### src/rtl/hand_gesture_detect.sv
// hand_gesture_detect
//   Conditions two raw hand-proximity sensors into a one-shot gesture code for
//   the LED state machine. Each input is synchronised, debounced and, once
//   either channel is seen, must be held for HOLD_CYCLES before a single-cycle
//   code is emitted. Further pulses are suppressed until both hands are gone.
// Ports
//   clk     system clock
//   rst_n   synchronous reset, active low
//   sens_l  raw left sensor (asynchronous), 1 = hand present
//   sens_r  raw right sensor (asynchronous), 1 = hand present
//   hand    gesture pulse, [1]=left [0]=right, valid for exactly one cycle
//   busy    high whenever a gesture is being tracked or released
module hand_gesture_detect #(
   parameter int unsigned DEB_CYCLES  = 1_000_000,
   parameter int unsigned HOLD_CYCLES = 20_000_000,
   parameter int unsigned CNT_W       = 29
) (
   input  logic       clk,
   input  logic       rst_n,
   input  logic       sens_l,
   input  logic       sens_r,
   output logic [1:0] hand,
   output logic       busy
);

   localparam logic [1:0] ST_IDLE    = 2'd0;
   localparam logic [1:0] ST_ARM     = 2'd1;
   localparam logic [1:0] ST_RELEASE = 2'd2;

   localparam logic [CNT_W-1:0] DEB_LAST  = CNT_W'(DEB_CYCLES - 1);
   localparam logic [CNT_W-1:0] HOLD_LAST = CNT_W'(HOLD_CYCLES - 1);

   logic             sync1_l_q, sync2_l_q, sync1_r_q, sync2_r_q;
   logic             deb_l_q, deb_l_d, deb_r_q, deb_r_d;
   logic [CNT_W-1:0] deb_cnt_l_q, deb_cnt_l_d, deb_cnt_r_q, deb_cnt_r_d;
   logic [1:0]       state_q, state_d;
   logic [1:0]       mask_q, mask_d;
   logic [CNT_W-1:0] hold_q, hold_d;
   logic [1:0]       hand_q, hand_d;
   logic             busy_q, busy_d;
   logic             any_deb;

   assign any_deb = deb_l_q | deb_r_q;

   // Debounce: the level only flips after DEB_CYCLES consecutive mismatches;
   // any agreeing sample restarts the count.
   always_comb begin
      deb_l_d     = deb_l_q;
      deb_cnt_l_d = '0;
      if (sync2_l_q != deb_l_q) begin
         if (deb_cnt_l_q == DEB_LAST) begin
            deb_l_d = ~deb_l_q;
         end else begin
            deb_cnt_l_d = deb_cnt_l_q + CNT_W'(1);
         end
      end

      deb_r_d     = deb_r_q;
      deb_cnt_r_d = '0;
      if (sync2_r_q != deb_r_q) begin
         if (deb_cnt_r_q == DEB_LAST) begin
            deb_r_d = ~deb_r_q;
         end else begin
            deb_cnt_r_d = deb_cnt_r_q + CNT_W'(1);
         end
      end
   end

   // Gesture tracking. The mask only accumulates while armed, so a hand that
   // leaves early still contributes its bit; the emitted code includes any
   // hand that arrives on the final hold cycle.
   always_comb begin
      state_d = state_q;
      mask_d  = mask_q;
      hold_d  = hold_q;
      hand_d  = '0;
      case (state_q)
         ST_IDLE: begin
            if (any_deb) begin
               state_d = ST_ARM;
               mask_d  = {deb_l_q, deb_r_q};
               hold_d  = '0;
            end
         end
         ST_ARM: begin
            if (!any_deb) begin
               state_d = ST_IDLE;
            end else begin
               mask_d = mask_q | {deb_l_q, deb_r_q};
               hold_d = hold_q + CNT_W'(1);
               if (hold_q == HOLD_LAST) begin
                  hand_d  = mask_d;
                  state_d = ST_RELEASE;
               end
            end
         end
         ST_RELEASE: begin
            if (!any_deb) begin
               state_d = ST_IDLE;
            end
         end
         default: begin
            state_d = ST_IDLE;
         end
      endcase
      busy_d = (state_d != ST_IDLE);
   end

   always_ff @(posedge clk) begin
      if (!rst_n) begin
         sync1_l_q   <= 1'b0;
         sync2_l_q   <= 1'b0;
         sync1_r_q   <= 1'b0;
         sync2_r_q   <= 1'b0;
         deb_l_q     <= 1'b0;
         deb_r_q     <= 1'b0;
         deb_cnt_l_q <= '0;
         deb_cnt_r_q <= '0;
         state_q     <= ST_IDLE;
         mask_q      <= '0;
         hold_q      <= '0;
         hand_q      <= '0;
         busy_q      <= 1'b0;
      end else begin
         sync1_l_q   <= sens_l;
         sync2_l_q   <= sync1_l_q;
         sync1_r_q   <= sens_r;
         sync2_r_q   <= sync1_r_q;
         deb_l_q     <= deb_l_d;
         deb_r_q     <= deb_r_d;
         deb_cnt_l_q <= deb_cnt_l_d;
         deb_cnt_r_q <= deb_cnt_r_d;
         state_q     <= state_d;
         mask_q      <= mask_d;
         hold_q      <= hold_d;
         hand_q      <= hand_d;
         busy_q      <= busy_d;
      end
   end

   assign hand = hand_q;
   assign busy = busy_q;

endmodule

### config.mk
export PLATFORM = sky130hd
export DESIGN_NAME = hand_gesture_detect
export DESIGN_NICKNAME = d
export VERILOG_FILES = /design/src/rtl/hand_gesture_detect.sv
export SDC_FILE = /design/constraint.sdc
export NUM_CORES = 1
export LEC_CHECK = 0
export CAP_MARGIN = 20
export CELL_PAD_IN_SITES_DETAIL_PLACEMENT = 0
export CELL_PAD_IN_SITES_GLOBAL_PLACEMENT = 1
export CORE_MARGIN = 2
export CORE_UTILIZATION = 43
export DETAILED_ROUTE_END_ITERATION = 7
export PLACE_DENSITY_LB_ADDON = 0.05
export SETUP_SLACK_MARGIN = 0.15
export SYNTH_ARGS = -nofsm -noshare
export SYNTH_HDL_FRONTEND = slang
export SYNTH_SLANG_ARGS = --single-unit
### constraint.sdc
create_clock -name clk -period 1.99 [get_ports clk]
set_input_delay 0.2985 -clock clk [delete_from_list [all_inputs] [get_ports clk]]
set_output_delay 0.2985 -clock clk [all_outputs]
set_load 0.01 [all_outputs]
==> run metrics, run 1 <==
total length of routed met2 wires 4620 um; root buffer cell sky130_fd_sc_hd__clkbuf_8; final global-route overflow total 0; number of endpoints failing setup at the final stage 0; critical setup path kind reg -> reg; Worst Hold Launch sync1_r_q$_SDFF_PN0_; first-pass GRT wire length 16600 um; I/O pin count 7; half-perimeter wire length after placement 6720 um; critical register-to-register path startpoint hold_q[0]$_SDFFE_PN0P_; maximum net fanout on the critical path 8; accumulated negative setup slack 0 ns; endpoint with the worst hold slack sync2_r_q$_SDFF_PN0_; routed length on met3 335 um; Max Cap Viol 0; post-synth cell types 51; cells along the critical path ha_4, nand3_4, or3_4, nor4_4, buf_4, and3_4, o21ai_2; overall die area 11400 sq um; Ys Warns 0; fillcell total 992; fraction of post-synthesis cell area in the top cell type by area 44.0%; FF-to-FF path depth 7; dpl cell area 4960 sq um; number of hold-slack violations in the final timing report 0; maximum ir drop on the vdd rail 0.000597 V; core box area 10300 sq um; Reg2Reg Capture Point hold_q[20]$_SDFFE_PN0P_; Critical Path RT 2.27 ns; synthesized netlist cell count 519; total non-filler cell area in the finished layout 5370 sq um; minimum period implied by the final worst setup slack 1.82 ns; per-cell via count in the routed design 5.32; Peak Freq 0.548 GHz; DRT met1 WL 4700 um; number of buffers inserted by port buffering 6; Worst Hold Path Cells 1; count of TritonRoute iterations in the first routing pass 5; number of slew-limit violations in the final report 0; Post-layout nets 561; floorplan die width 107 um; Max stage delay cell, worst path sky130_fd_sc_hd__or3_4; Mapped Nets 526; CTS tree yes; maximum number of pins on one net before global-route repair 30; Final Routed Wirelength 9740 um; unrepaired setup endpoints after global routing yes; number of synthesized register bits 100; count of antenna-violating nets left after detailed routing 0; slew at the pin closest to its max-slew limit 0.556 ns; htree depth 3; Clock Pin Slew Worst Setup and Hold Paths 0.10 ns; row cnt 37; startpoint class of the critical path flop; remaining routing DRC violations 0; biggest area contributors in the synthesized netlist sky130_fd_sc_hd__dfxtp_1 (44%), sky130_fd_sc_hd__xor2_1 (9.2%), sky130_fd_sc_hd__nor2_1 (7.6%), sky130_fd_sc_hd__xnor2_1 (4.2%), sky130_fd_sc_hd__nand3_1 (3.7%); die height 107 um; category of the worst setup path capture point flop; outcome completed; CP peak stage delay 0.44 ns; portion of the post-synthesis area used by sequential elements 44.0%; cell type with the largest total area after synthesis sky130_fd_sc_hd__dfxtp_1; worst clock skew 0.00841 ns; Max-Slew Margin vs Limit 63.0%; initial drt markers 179; Layout Area Growth over Synthesis 18.0%; deepest clock path buffer count 2; Leak Pwr 1.90 nW; average cell area after synthesis 8.78 sq um; starting density of the core 44.1%; end-of-flow core utilization 52.1%; type of the tightest min-delay check reg -> reg; antenna violations before repair 0; register-to-register path setup slack 0.17 ns; gr usage total 18.2%; number of clock sinks 100; number of diodes added for antenna fixing 0; clock network latency to the later pin of the worst-skew pair 0.38 ns; endpoint arrival time on the critical path 2.10 ns; final cycle utilization of the critical path 91.7%; Max Used Layer met4; number of clock buffers inserted by TritonCTS 9; vias in the first global route 3565; pwr dens 679 nW/um^2; total standard cell area after synthesis 4550 sq um; global placement routability congestion 0.800; vias after detailed routing 3698; ratio of cells with drive above 1 in the final layout 16.8%; worst hold margin 0.442 ns; average wire per cell in the routed design 14.0 um
[kinds of logic after synthesis]
logic type	count (synthesis)	share of synthesized area [%]
mux	2	0.440
compound gates	34	5.69
simple gates	285	33.0
buf+inv	25	2.66
fa+ha+maj	3	0.824
flops	100	44.0
xor+xnor	70	13.5
[area by class of cell]
| cell class | count | area, sq um | area share, % |
|---|---|---|---|
| multi-input combinational | 394 | 2550 | 47.5 |
| sequential | 100 | 2010 | 37.4 |
| timing repair buffer | 45 | 378 | 7.03 |
| tap | 136 | 170 | 3.17 |
| clock buffer | 11 | 141 | 2.63 |
| clock inverter | 5 | 108 | 2.00 |
| inverter | 4 | 15.0 | 0.279 |
[critical path, delay by kind of cell, from the launching register on]
family | cells | cell delay [ns]
AO/OA/AOI/OAI | 1 | 0.04
adder cells (fa/ha/maj) | 1 | 0.14
buffers and inverters | 1 | 0.18
flip-flops | 1 | 0.38
AND/OR/NAND/NOR | 4 | 0.97
[synthesized netlist by cell type, drive strengths merged]
master	n
nand4bb	1
dfxtp	100
inv	4
and3b	1
and3	21
nand3	34
ha	3
xor2	48
or2	2
a32o	3
a22o	3
a311oi	2
a31o	2
o21a	2
nor3	13
o211ai	1
nor2	92
nor2b	1
nor4bb	2
o21ai	9
nand2	37
a41o	1
buf	9
nor3b	1
o211a	2
nor4	22
a21oi	4
a31oi	1
and4	7
a32oi	1
nor4b	4
xnor2	22
nand4	28
a41oi	1
clkbuf	12
o21bai	1
or4	2
a211oi	1
and2	12
or3	5
mux2i	2
[what timing repair did]
action | CTS | global route
resized for setup | 4 | 29
pin swaps | 1 | 6
endpoints found under the setup margin | 43 | 57
setup buffers | 0 | 5
hold buffers | 0 | 0
[cell usage in the layout (no fill, tap or decap), types with 3 or more instances in the layout]
cell type / count
sky130_fd_sc_hd__a21oi_1: 4
sky130_fd_sc_hd__nand2_1: 37
sky130_fd_sc_hd__nor2_1: 92
sky130_fd_sc_hd__and3_1: 18
sky130_fd_sc_hd__or3_1: 4
sky130_fd_sc_hd__dfxtp_1: 96
sky130_fd_sc_hd__nor4_1: 14
sky130_fd_sc_hd__nor4_2: 6
sky130_fd_sc_hd__bufinv_16: 3
sky130_fd_sc_hd__nand3_1: 32
sky130_fd_sc_hd__clkdlybuf4s50_1: 6
sky130_fd_sc_hd__a22o_1: 3
sky130_fd_sc_hd__o21ai_0: 5
sky130_fd_sc_hd__xnor2_1: 21
sky130_fd_sc_hd__xor2_1: 48
sky130_fd_sc_hd__clkbuf_8: 10
sky130_fd_sc_hd__nand4_1: 26
sky130_fd_sc_hd__nor3_1: 11
sky130_fd_sc_hd__buf_4: 37
sky130_fd_sc_hd__inv_1: 4
sky130_fd_sc_hd__and4_1: 3
sky130_fd_sc_hd__nor4b_1: 3
sky130_fd_sc_hd__and2_1: 9
sky130_fd_sc_hd__a32o_1: 3
[sequential cells by signal, indices dropped and copies added, names as in the netlist]
signal / flops
deb_cnt_l_q: 29
deb_cnt_r_q: 29
hold_q: 29
hand: 2
mask_q: 2
state_q: 2
busy: 1
deb_l_q: 1
deb_r_q: 1
sync1_l_q: 1
sync1_r_q: 1
sync2_l_q: 1
sync2_r_q: 1
[per-stage QoR]
step                      setup WS [ns]  power (W)  instances
after floorplan                   0.157    0.00208        519
after global placement           0.0843    0.00211        674
after detailed placement         0.0653    0.00211        674
after CTS                         0.151    0.00371        690
after global routing             0.0940    0.00380        695
final                             0.166    0.00365        695
[worst max path at each step]
stage / start / to / slack, ns / cells after the start
after global routing: hold_q[1]$_SDFFE_PN0P_ / hold_q[20]$_SDFFE_PN0P_ / 0.09 / 7
after global placement: hold_q[0]$_SDFFE_PN0P_ / hold_q[22]$_SDFFE_PN0P_ / 0.08 / 6
final: hold_q[0]$_SDFFE_PN0P_ / hold_q[20]$_SDFFE_PN0P_ / 0.17 / 7
after CTS: hold_q[0]$_SDFFE_PN0P_ / hold_q[22]$_SDFFE_PN0P_ / 0.15 / 6
after floorplan: hold_q[0]$_SDFFE_PN0P_ / hold_q[22]$_SDFFE_PN0P_ / 0.16 / 7
after detailed placement: hold_q[0]$_SDFFE_PN0P_ / hold_q[20]$_SDFFE_PN0P_ / 0.07 / 7
[power breakdown]
| part | internal (W) | switching (W) | total, W |
|---|---|---|---|
| Sequential | 0.00200 | 0.00000304 | 0.00200 |
| Combinational | 0.0000215 | 0.0000335 | 0.0000550 |
| Clock | 0.000877 | 0.000711 | 0.00159 |
| Total | 0.00290 | 0.000748 | 0.00365 |
[metal layers]
| layer | global-route usage [%] | up-vias |
|---|---|---|
| li1 | - | 1893 |
| met5 | 0 | - |
| met3 | 5.11 | 7 |
| met1 | 23.7 | 1758 |
| met4 | 5.57 | 0 |
| met2 | 29.5 | 40 |
(Power assumes the default switching activity.)
==> run 2: changes to the inputs <==
--- a/config.mk
+++ b/config.mk
@@ -10,6 +10,7 @@
 export CELL_PAD_IN_SITES_GLOBAL_PLACEMENT = 1
 export CORE_MARGIN = 2
 export CORE_UTILIZATION = 43
+export CTS_CLUSTER_DIAMETER = 40
 export DETAILED_ROUTE_END_ITERATION = 7
 export PLACE_DENSITY_LB_ADDON = 0.05
 export SETUP_SLACK_MARGIN = 0.15
==> results of run 2 <==
The final DEF is identical to that of run 1; final timing and power are the same.
==> RTL edit 1 (config.mk and constraints of run 2) <==
`CNT_W`: 29 -> 58.
--- a/src/rtl/hand_gesture_detect.sv
+++ b/src/rtl/hand_gesture_detect.sv
@@ -13,7 +13,7 @@
 module hand_gesture_detect #(
    parameter int unsigned DEB_CYCLES  = 1_000_000,
    parameter int unsigned HOLD_CYCLES = 20_000_000,
-   parameter int unsigned CNT_W       = 29
+   parameter int unsigned CNT_W       = 58
 ) (
    input  logic       clk,
    input  logic       rst_n,
Check against the original RTL: no difference found for any inputs over 10 cycles, from zero or initial values and one cycle with rst_n low; that may be too few to reach the edited logic, so the function may still have changed.
==> RTL edit 1 against run 2 <==
The flow now finishes with violations (negative setup slack); routed wire length increased to 2.7 times the old value; utilization increased by 12 points; maximum frequency decreased by 17%; design area increased by 140%; sequential cell count increased by 87; area after synthesis increased by 98%; total power increased by 100%; non-clock buffer count increased by 215; via count increased by 140%; worst setup slack got worse by 370 ps; critical path type unchanged; critical endpoint is now deb_cnt_l_q[35]$_SDFF_PP0_; highest routed layer unchanged.
==> RTL edit 1: results (changes against run 2) <==
- Result of the run: finished, violations left (was completed)
- Violations in the final reports: negative setup slack
- Grt met1 use: 32.7% (was 23.7%)
- Leading cell types by count after synthesis: dfxtp_1 (187), nor2_1 (136), nand4_1 (78) (was dfxtp_1 (100), nor2_1 (92), xor2_1 (48))
- Clk_skew: 13.0 ps (was 8.41 ps)
- Least setup slack across all paths after layout: -202 ps (was 166 ps)
- Worst EP arrival: 2520 ps (was 2100 ps)
- Fill cell instance count of the final layout: 1764 (was 992)
- Total negative slack for setup checks: -18750 ps (was 0 ps)
- Final count of negative-setup-slack endpoints: 135 (was 0)
- Number of global-route vias before repair: 8539 (was 3565)
- Count of non-CTS buffers in the layout: 260 (was 45)
- Number of CTS-inserted buffers: 17 (was 9)
- Data-path buffer share of cell area in the final layout: 18.3% (was 7.03%)
- Area taken by multi-input logic gates: 5890 µm² (was 2550 µm²)
- Met2 wire len: 12.4 mm (was 4.62 mm)
- Routability Congestion: 0.781 (was 0.800)
- Minimum setup slack after placement: -183 ps (was 65.3 ps)
- Top cells by area, synth: dfxtp_1 (41%), xor2_1 (5.9%), nor2_1 (5.7%) (was dfxtp_1 (44%), xor2_1 (9.2%), nor2_1 (7.6%))
- Mapped Nets: 1103 (was 526)
- Seq/total area: 29.1% (was 37.4%)
- Multi-In Gates: 828 (was 394)
- Clock network latency to the later pin of the worst-skew pair: 430 ps (was 380 ps)
- Half-perimeter wire length after detailed placement: 16.5 mm (was 6.72 mm)
- Peak supply drop: 0.618 mV (was 0.597 mV)
- Via total after detailed routing: 8964 (was 3698)
- Part of the power in the clock network: 47.3% (was 43.5%)
- Largest regs: deb_cnt_l_q x58, deb_cnt_r_q x58, hold_q x58 (was deb_cnt_l_q x29, deb_cnt_r_q x29, hold_q x29)
- Met2 track utilization from global routing: 38.1% (was 29.5%)
- Overall track demand over capacity in global routing: 23.7% (was 18.2%)
- Leak pwr: 4.59 nW (was 1.90 nW)
- Switching part of the total power: 22.8% (was 20.5%)
- Met3 WL post-DR: 895 µm (was 335 µm)
- Portion of total power attributed to combinational logic: 2.1% (was 1.5%)
- Count of cell types in the netlist: 43 (was 51)
- Portion of the post-synthesis area used by sequential elements: 41.5% (was 44.0%)
- Fraction of met3 tracks used by global routing: 3.94% (was 5.11%)
- Root buffer cell: clkbuf_16 (was clkbuf_8)
- Measured slew at the worst slew-check pin: 460 ps (was 556 ps)
-- RTL edit 1: cells by family (layout without fill, tap and decap cells) --
group,after synthesis,count (layout),share of synthesized area [%]
compound gates,141,141,8.90
xor+xnor,104,104,10.1
fa+ha+maj,3,3,0.416
buf+inv,82,321,3.81
flops,187,187,41.5
mux,3,3,0.347
simple gates,576,577,35.0
-- RTL edit 1: worst max-delay path, stage by stage, from the launching register on --
cell and delay [ps]:
dfxtp_1 350, nor4_4 300, nand4_1 230, nor4_2 330, buf_4 170, nand3b_1 140
buf_12 160, buf_12 110, buf_12 90, buf_16 140, nor2_1 60
-- RTL edit 1: what timing repair did --
action	CTS	global route
setup endpoints to repair	146	158
setup buffers	33	13
gates cloned	10	5
pin swaps	54	72
hold buffers	0	0
gates resized for setup	124	133
-- RTL edit 1: final timing paths --
| path | start | slack, ps | endpoint | depth (start not counted) |
|---|---|---|---|---|
| worst min register to register | sync1_r_q$_SDFF_PN0_ | 430 | sync2_r_q$_SDFF_PN0_ | 1 |
| worst max register to register | deb_cnt_l_q[41]$_SDFF_PP0_ | -200 | deb_cnt_l_q[35]$_SDFF_PP0_ | 10 |
| worst max-delay path | deb_cnt_l_q[41]$_SDFF_PP0_ | -200 | deb_cnt_l_q[35]$_SDFF_PP0_ | 10 |
| worst min-delay path | sync1_r_q$_SDFF_PN0_ | 430 | sync2_r_q$_SDFF_PN0_ | 1 |
-- RTL edit 1: per-stage QoR --
stage	hold slack (ps)	instances	instance area, µm²	total power [mW]
after floorplan	403	1096	9310	3.88
after global placement	420	1513	10900	3.91
after detailed placement	419	1513	10900	3.91
after CTS	436	1588	12500	7.43
after global routing	454	1606	13200	7.62
final	435	1606	13200	7.37
==> RTL edit 2 (config.mk and constraints of run 2) <==
Made on the original files. Make the reset (`rst_n`) asynchronous in one clocked block. Comments in the files are not updated.
--- a/src/rtl/hand_gesture_detect.sv
+++ b/src/rtl/hand_gesture_detect.sv
@@ -106,7 +106,7 @@
       busy_d = (state_d != ST_IDLE);
    end
 
-   always_ff @(posedge clk) begin
+   always_ff @(posedge clk or negedge rst_n) begin
       if (!rst_n) begin
          sync1_l_q   <= 1'b0;
          sync2_l_q   <= 1'b0;
Formal check against the unedited RTL: same outputs for any inputs over 10 cycles, from zero or initial values and one cycle with rst_n low; that may be too few to reach the edited logic, so the function may still have changed.
==> RTL edit 2 against run 2 <==
Sequential cell count unchanged; synthesized cell count increased by 1.9%; area after synthesis increased by 10%; sequential share of layout area increased by 1.4 points; worst setup slack got worse by 68 ps; routed wire length increased by 28%; clock skew decreased by 4.4 ps; critical path depth decreased by 1; design area increased by 20%; hold slack got worse by 92 ps; critical path type unchanged.
Power is not compared: it rests on default switching activity, and its combinational part moved more than twofold at a synthesized area within 25%.
==> RTL edit 2: results (changes against run 2) <==
- Synth Instances: 529 (was 519)
- Met2 wire len: 6.11 mm (was 4.62 mm)
- Share of the synthesized area in compound gates (AO/OA/AOI/OAI): 12.6% (was 5.69%)
- Fraction of the mapped netlist area in adder cells: 0.747% (was 0.824%)
- Count of cell types in the netlist: 39 (was 51)
- Clock network latency to the later pin of the worst-skew pair: 350 ps (was 380 ps)
- Hold path cells: 0 (was 1)
- Clk_skew: 4.06 ps (was 8.41 ps)
- Top cells by area, synth: dfrtp_1 (50%), a21oi_1 (4.7%), or4_1 (3.9%) (was dfxtp_1 (44%), xor2_1 (9.2%), nor2_1 (7.6%))
- Result of the run: completed (unchanged)
- Number of cells after detailed placement: 697 (was 674)
- Minimum setup slack after placement: -3.84 ps (was 65.3 ps)
- Instance area after placement: 5540 µm² (was 4960 µm²)
- Launching instance or port of the critical path: hold_q[10]$_DFFE_PN0P_ (was hold_q[0]$_SDFFE_PN0P_)
- Endpoint of the most critical setup path: hold_q[26]$_DFFE_PN0P_ (was hold_q[20]$_SDFFE_PN0P_)
- Detailed-route wire length on metal 1: 5.81 mm (was 4.70 mm)
- Xor/xnor share of the synthesized area: 5.58% (was 13.5%)
- Overall track demand over capacity in global routing: 19.7% (was 18.2%)
- Fraction of registers with async set or reset after synthesis: 100% (was 0%)
- Via density: 5.79 (was 5.32)
- R2R Setup Slk: 100 ps (was 170 ps)
- Proportion of synthesized area in mux cells: 0.846% (was 0.440%)
- Worst EP arrival: 2120 ps (was 2100 ps)
- Number of global-route vias before repair: 4208 (was 3565)
- Leading cell types by count after synthesis: dfrtp_1 (100), a21oi_1 (47), nor2_1 (41) (was dfxtp_1 (100), nor2_1 (92), xor2_1 (48))
- Starting density of the core: 44.0% (was 44.1%)
- Peak clock frequency supported by timing: 0.529 GHz (was 0.548 GHz)
- Root buffer cell: clkbuf_16 (was clkbuf_8)
- Worst hold path endpoint: sync2_l_q$_DFF_PN0_ (was sync2_r_q$_SDFF_PN0_)
[RTL edit 2: cell count changes in the layout (fill, tap and decap cells not counted), sizes merged, moves of 28 or more]
cell	change
a21oi	+43
buf	+42
dfrtp	+100
dfxtp	-100
nor2	-51
xor2	-28
[RTL edit 2: power groups by stage]
stage	clock (mW)	sequential [mW]	combinational, mW
after detailed placement	0	2.10	0.108
after floorplan	0	2.09	0.0347
after global placement	0	2.10	0.107
final	1.87	2.06	0.144
after global routing	2.00	2.06	0.162
after CTS	1.92	2.06	0.111
[RTL edit 2: logic make-up (layout without fill, tap and decap cells)]
kind of cell | count (synthesis) | in the layout
adders and majority gates | 3 | 3
and+or+nand+nor | 245 | 245
AOI/OAI and AO/OA | 107 | 107
DFF | 100 | 100
muxes | 4 | 4
buffers and inverters | 38 | 118
xor gates and xnor gates | 32 | 32
[RTL edit 2: area by class of cell]
type	count	area [µm²]	share of cell area, %
repair buffers	88	738	11.4
clock buffers	10	229	3.54
clock inverters	5	77.6	1.20
multi-input cells	391	2670	41.3
flip-flops and latches	100	2510	38.9
inverters	15	56.3	0.870
well taps	143	179	2.77
[RTL edit 2: what timing repair did]
action	in CTS	in global routing
hold buffers	1	0
hold endpoints to repair	69	0
endpoints found under the setup margin	40	71
setup buffers	14	22
pin swaps	10	24
gates resized for setup	7	72
cloned	0	3
[RTL edit 2: worst max-delay path, stage by stage (launching register included)]
cell and delay (ps):
dfrtp_1 390, nand3_1 130, or4_4 610, buf_6 160, buf_4 140, o31ai_2 260
a21oi_2 90
[RTL edit 2: metal layers]
metal  track usage, %  up-vias
met4             5.45        0
li1                 -     2128
met1             26.7     2154
met5                0        -
met3             5.08       19
met2             31.6       51
